===== config.mk =====
export PLATFORM = sky130hd
export DESIGN_NAME = nibble_serial_adder_ctrl
export DESIGN_NICKNAME = d
export VERILOG_FILES = /design/src/rtl/nibble_serial_adder_ctrl_pkg.sv /design/src/rtl/nibble_serial_adder_ctrl_four_bit_adder.sv /design/src/rtl/nibble_serial_adder_ctrl.sv
export SDC_FILE = /design/constraint.sdc
export NUM_CORES = 1
export LEC_CHECK = 0
export BUFFER_PORTS_ARGS = -buffer_cell sky130_fd_sc_hd__buf_2
export CORE_ASPECT_RATIO = 0.9
export CORE_MARGIN = 3
export CORE_UTILIZATION = 25
export CTS_CLUSTER_DIAMETER = 150
export DETAILED_ROUTE_END_ITERATION = 12
export PLACE_DENSITY = 0.48
export SLEW_MARGIN = 20
export SYNTH_ARGS = -nofsm -noshare
export SYNTH_HDL_FRONTEND = slang
export SYNTH_SLANG_ARGS = --single-unit

===== constraint.sdc =====
create_clock -name clk -period 2.4 [get_ports clk]
set_input_delay 0.48 -clock clk [delete_from_list [all_inputs] [get_ports clk]]
set_output_delay 0.48 -clock clk [all_outputs]
set_load 0.01 [all_outputs]

===== src/rtl/nibble_serial_adder_ctrl_pkg.sv =====
// Shared types and helpers for the nibble-serial adder sequencer.
// Holds the FSM state encoding, the slice width and the overflow rule.
package nibble_serial_adder_ctrl_pkg;

    typedef enum logic [1:0] {
        IDLE = 2'd0,
        RUN  = 2'd1,
        DONE = 2'd2
    } state_e;

    localparam int NIBBLE_W = 4;

    // Two's-complement overflow: same-sign operands, result sign differs.
    function automatic logic ovf_calc(
        input logic a_msb,
        input logic b_msb,
        input logic s_msb
    );
        return (a_msb == b_msb) && (s_msb != a_msb);
    endfunction

endpackage


===== src/rtl/nibble_serial_adder_ctrl_four_bit_adder.sv =====
// Combinational 4-bit ripple adder slice reused once per nibble step.
// Carry-in and carry-out let consecutive steps chain through a register.
module four_bit_adder
    import nibble_serial_adder_ctrl_pkg::*;
(
    input  logic [NIBBLE_W-1:0] a,
    input  logic [NIBBLE_W-1:0] b,
    input  logic                cin,
    output logic [NIBBLE_W-1:0] sum,
    output logic                cout
);

    logic [NIBBLE_W:0] total;

    assign total = {1'b0, a} + {1'b0, b} + {{NIBBLE_W{1'b0}}, cin};
    assign sum   = total[NIBBLE_W-1:0];
    assign cout  = total[NIBBLE_W];

endmodule


===== src/rtl/nibble_serial_adder_ctrl.sv =====
// WIDTH-bit add/subtract sequenced over one 4-bit slice, LS nibble first.
// Valid/ready on both sides; result is held in DONE until consumed.
module nibble_serial_adder_ctrl
    import nibble_serial_adder_ctrl_pkg::*;
#(
    parameter int WIDTH = 16
) (
    input  logic             clk,
    input  logic             rst_n,
    input  logic             in_valid,
    output logic             in_ready,
    input  logic [WIDTH-1:0] a,
    input  logic [WIDTH-1:0] b,
    input  logic             cin,
    input  logic             op_sub,
    output logic             out_valid,
    input  logic             out_ready,
    output logic [WIDTH-1:0] sum,
    output logic             cout,
    output logic             ovf,
    output logic             busy
);

    localparam int NIB = WIDTH / NIBBLE_W;
    localparam int SW  = (NIB > 1) ? $clog2(NIB) : 1;

    state_e state, state_nx;

    logic [WIDTH-1:0]    a_q;
    logic [WIDTH-1:0]    b_q;
    logic                carry;
    logic [SW-1:0]       step;
    logic [WIDTH-1:0]    a_sh;
    logic [WIDTH-1:0]    b_sh;
    logic [NIBBLE_W-1:0] a_nib;
    logic [NIBBLE_W-1:0] b_nib;
    logic [NIBBLE_W-1:0] s_nib;
    logic                c_nib;
    logic                accept;
    logic                last;

    assign a_sh   = a_q >> {step, 2'b00};
    assign b_sh   = b_q >> {step, 2'b00};
    assign a_nib  = a_sh[NIBBLE_W-1:0];
    assign b_nib  = b_sh[NIBBLE_W-1:0];
    assign accept = in_valid && in_ready;
    assign last   = (step == SW'(NIB - 1));

    four_bit_adder u_slice (
        .a    (a_nib),
        .b    (b_nib),
        .cin  (carry),
        .sum  (s_nib),
        .cout (c_nib)
    );

    always_ff @(posedge clk or negedge rst_n) begin
        if (!rst_n) begin
            state <= IDLE;
        end else begin
            state <= state_nx;
        end
    end

    always_comb begin
        state_nx  = state;
        in_ready  = 1'b0;
        out_valid = 1'b0;
        busy      = 1'b0;
        unique case (state)
            IDLE: begin
                in_ready = 1'b1;
                if (in_valid) state_nx = RUN;
            end
            RUN: begin
                busy = 1'b1;
                if (last) state_nx = DONE;
            end
            DONE: begin
                busy      = 1'b1;
                out_valid = 1'b1;
                if (out_ready) state_nx = IDLE;
            end
            default: state_nx = IDLE;
        endcase
    end

    always_ff @(posedge clk or negedge rst_n) begin
        if (!rst_n) begin
            a_q   <= '0;
            b_q   <= '0;
            carry <= 1'b0;
            step  <= '0;
            sum   <= '0;
            cout  <= 1'b0;
            ovf   <= 1'b0;
        end else if (accept) begin
            a_q   <= a;
            b_q   <= op_sub ? ~b : b;
            carry <= op_sub | cin;
            step  <= '0;
        end else if (state == RUN) begin
            for (int i = 0; i < NIB; i++) begin
                if (step == SW'(i)) begin
                    sum[i*NIBBLE_W +: NIBBLE_W] <= s_nib;
                end
            end
            carry <= c_nib;
            if (last) begin
                step <= '0;
                cout <= c_nib;
                ovf  <= ovf_calc(a_q[WIDTH-1], b_q[WIDTH-1],
                                 s_nib[NIBBLE_W-1]);
            end else begin
                step <= step + SW'(1);
            end
        end
    end

endmodule


==> impl_results.md <==
- Outcome: finished clean
- Critical path class: flip-flop to flip-flop
- Port bufs: 58
- Vias: around 1,800
- Routed len/inst: 13.95 um
- DR iter-0 viols: 71
- Met2 Resource Use GR: 14.67%
- Worst Path Max Fanout: 6
- Chip Width: 114.7 um
- Slew Viols, Final: 0
- Boundary Pins: 59
- Most frequent cells in the layout: 58 x buf_2, 53 x dfrtp_1, 36 x nand2_1
- Area Growth Syn to Fin: 24.53%
- Sequential share of the synthesized area: 51.79%
- VDD IR max: between 0.0005 and 0.0006 V
- TritonCTS clock tree: yes
- Sequential power share: 35.5%
- Syn nets: 275
- Post-synthesis register bit count: 55
- Cell row count: 35
- Max transition margin: 63.35%
- Hold slack: between 0.15 and 0.2 ns
- Dpl hpwl: 4507 um
- CP endpoint: ovf
- Yosys warnings: 0
- CTS Buf Count: 5
- NetSw: roughly 1.8 mW
- Pin count of the biggest net entering global routing: 40
- Root Buffer: clkbuf_16
- RR Endpoint: ovf
- Pre-CTS setup slack: -0.001871 ns
- Reg2reg path depth: 7
- Die ar.: roughly 12,000 um2
- Pwr Density: 1411 nW/um2
- Gates resized, CTS repair: 1
- Hold Buf Count CTS: 0
- Distinct cells, synth: 36
- Total track usage: between 10% and 20%
- Final worst path period share: 94.51%
- Vias in the first global route: 1,879
- M3 GR Usage: 2.745%
- Commonest non-fill, non-tap cell in the layout: buf_2
- Drt drc: 0
- Setup Viol. Count Final: 0
- Worst reg2reg setup slack: 0.13 ns
- Crit path DAT: around 2.5 ns
- Core area: around 10,000 um2
- Gate Count Post-Synth: 225
- Crit. End Element: flip-flop
- Nets: 338
- P_leak: about 1.6 nW
- Post-CTS Setup Inserts: 0
- Tightest Pin Transition: approximately 0.55 ns
- GPL Wtd Cong: 0.7531
- Clock power share: 16.6%
- Met1 Resource Use GR: 15.09%
- Number of max-cap violations: 0
- Clk Latency, worst-skew pair: about 0.29 ns
- Antenna cells: 0
- Fin. Hold Viols: 0
- GRT Max-Usage Layer: met1
- Worst-case clock buffer depth: 2
- Start point of the critical path: step[0]
- RSZ-0062 raised after global routing: no
- Clk pin slew, worst setup/hold paths: roughly 0.07 ns
- Final setup margin: 0.1319 ns
- Routed Antenna Nets: 0
- Global-route wire length before repair: around 9600 um
- R2R Path Start: step[0]
- Die Y: just over 100 um
- Int Power: 2.884 mW
- Netlist Area Pre-Place: 2658 um2
- WP data required: 2.58 ns
- CP Launch Type: flip-flop
- Type of the most critical hold path: primary input to asynchronous set/reset pin
- CTS sink cnt: 55
- Logic gate share of total power: 47.9%
- Sw Ratio: around two fifths
- Tmin final: 2.268 ns
- Max Fclk: 440.9 MHz
- CTS H-tree lvls: 2
- Initial Util: about a quarter
- Total gr overflow: 0
- Drt pass-1 iters: 4
- Average cell area after synthesis: approximately 12 um2
- Design area: 3309 um2
- Final setup skew: approximately 0.0076 ns
- Final wirelength: 5832 um
- Vias per cell: 4.333
- Placed Area: 3134 um2
- Share of post-route cells with drive strength above 1: 33.22%
- Initial antenna violation count: 0
## cells in the mapped netlist (all sizes together)
cell type	n	share of area (%)
dfrtp	55	52
nand2	37	5.3
o21ai	32	6.0
mux2	20	8.5
xnor2	16	5.3
inv	11	1.6
ha	10	4.7
mux4	8	6.8
buf	7	1.8
a21oi	4	0.89
clkbuf	3	0.42
fa	2	1.5
nand3	2	0.56
nor2	2	0.28
nor3	2	0.38
xor2	2	0.66
a211o	1	0.33
a211oi	1	0.28
a21o	1	0.28
a222oi	1	0.38
and3	1	0.24
mux2i	1	0.38
nor2b	1	0.24
nor3b	1	0.28
o211a	1	0.38
o21a	1	0.28
o22ai	1	0.24
or3	1	0.24
## final cells by class
class / count / area, um2
fillers: 1038 / 6982
flip-flops and latches: 55 / 1379
multi-input cells: 149 / 1192
repair buffers: 66 / 375.4
well taps: 129 / 161.4
clock buffers: 7 / 152.6
inverters: 11 / 41.29
clock inverters: 1 / 7.507
## flip-flops by register name (all words and copies together), names as in the netlist
name	cells
cout	1
step	2
b_q	16
carry	1
state	2
a_q	16
sum	16
ovf	1
## layer usage
metal  part of all wire (%)  up-vias  routed length, um
li1                       -      898                  -
met1                     49      854               2856
met2                     44       50               2577
met3                    5.3        9                310
met4                    1.5        0                 89
met5                      0        -                  0
## stage by stage
step                utilization [%]  instances    TNS, ns  power [mW]
floorplan                         -        225          0       3.110
global placement              30.46        410          0       3.874
detailed placement            30.46        410  -0.001871       3.902
CTS                           32.09        418          0       4.729
global route                  32.16        418          0       5.060
finish                        32.16        418          0       4.669
## cells by family after synthesis
group,synth area share [%]
flip-flops,51.79
AND/OR/NAND/NOR,7.534
AO/OA/AOI/OAI,9.087
multiplexers,15.63
buffers and inverters,3.813
XOR/XNOR,5.932
adder cells (fa/ha/maj),6.215
## power by group through the flow
stage                     logic [mW]  clock network (mW)  registers (mW)
after floorplan                 1.47                   0            1.64
after global placement          2.19                   0            1.68
after detailed placement        2.22                   0            1.69
after CTS                       2.26               0.802            1.67
after global routing            2.49               0.839            1.73
final                           2.24               0.776            1.66
## worst min-delay path by stage
stage                     slack (ns)  cells after the start   start      to
after floorplan                 0.18                      0   rst_n  a_q[0]
after global placement          0.46                      2  sum[5]  sum[5]
after detailed placement        0.47                      2  sum[5]  sum[5]
after CTS                       0.18                      1   rst_n  sum[0]
after global routing            0.20                      1   rst_n  sum[4]
final                           0.17                      1   rst_n  sum[4]
## worst max-delay path: stages (launching register included)
cell and delay [ns]:
dfrtp_2 0.42, buf_4 0.17, mux4_2 0.51, ha_1 0.31, a21o_1 0.19, a21oi_2 0.22, a211oi_1 0.08, a211o_1 0.26
(Power assumes the default switching activity.)
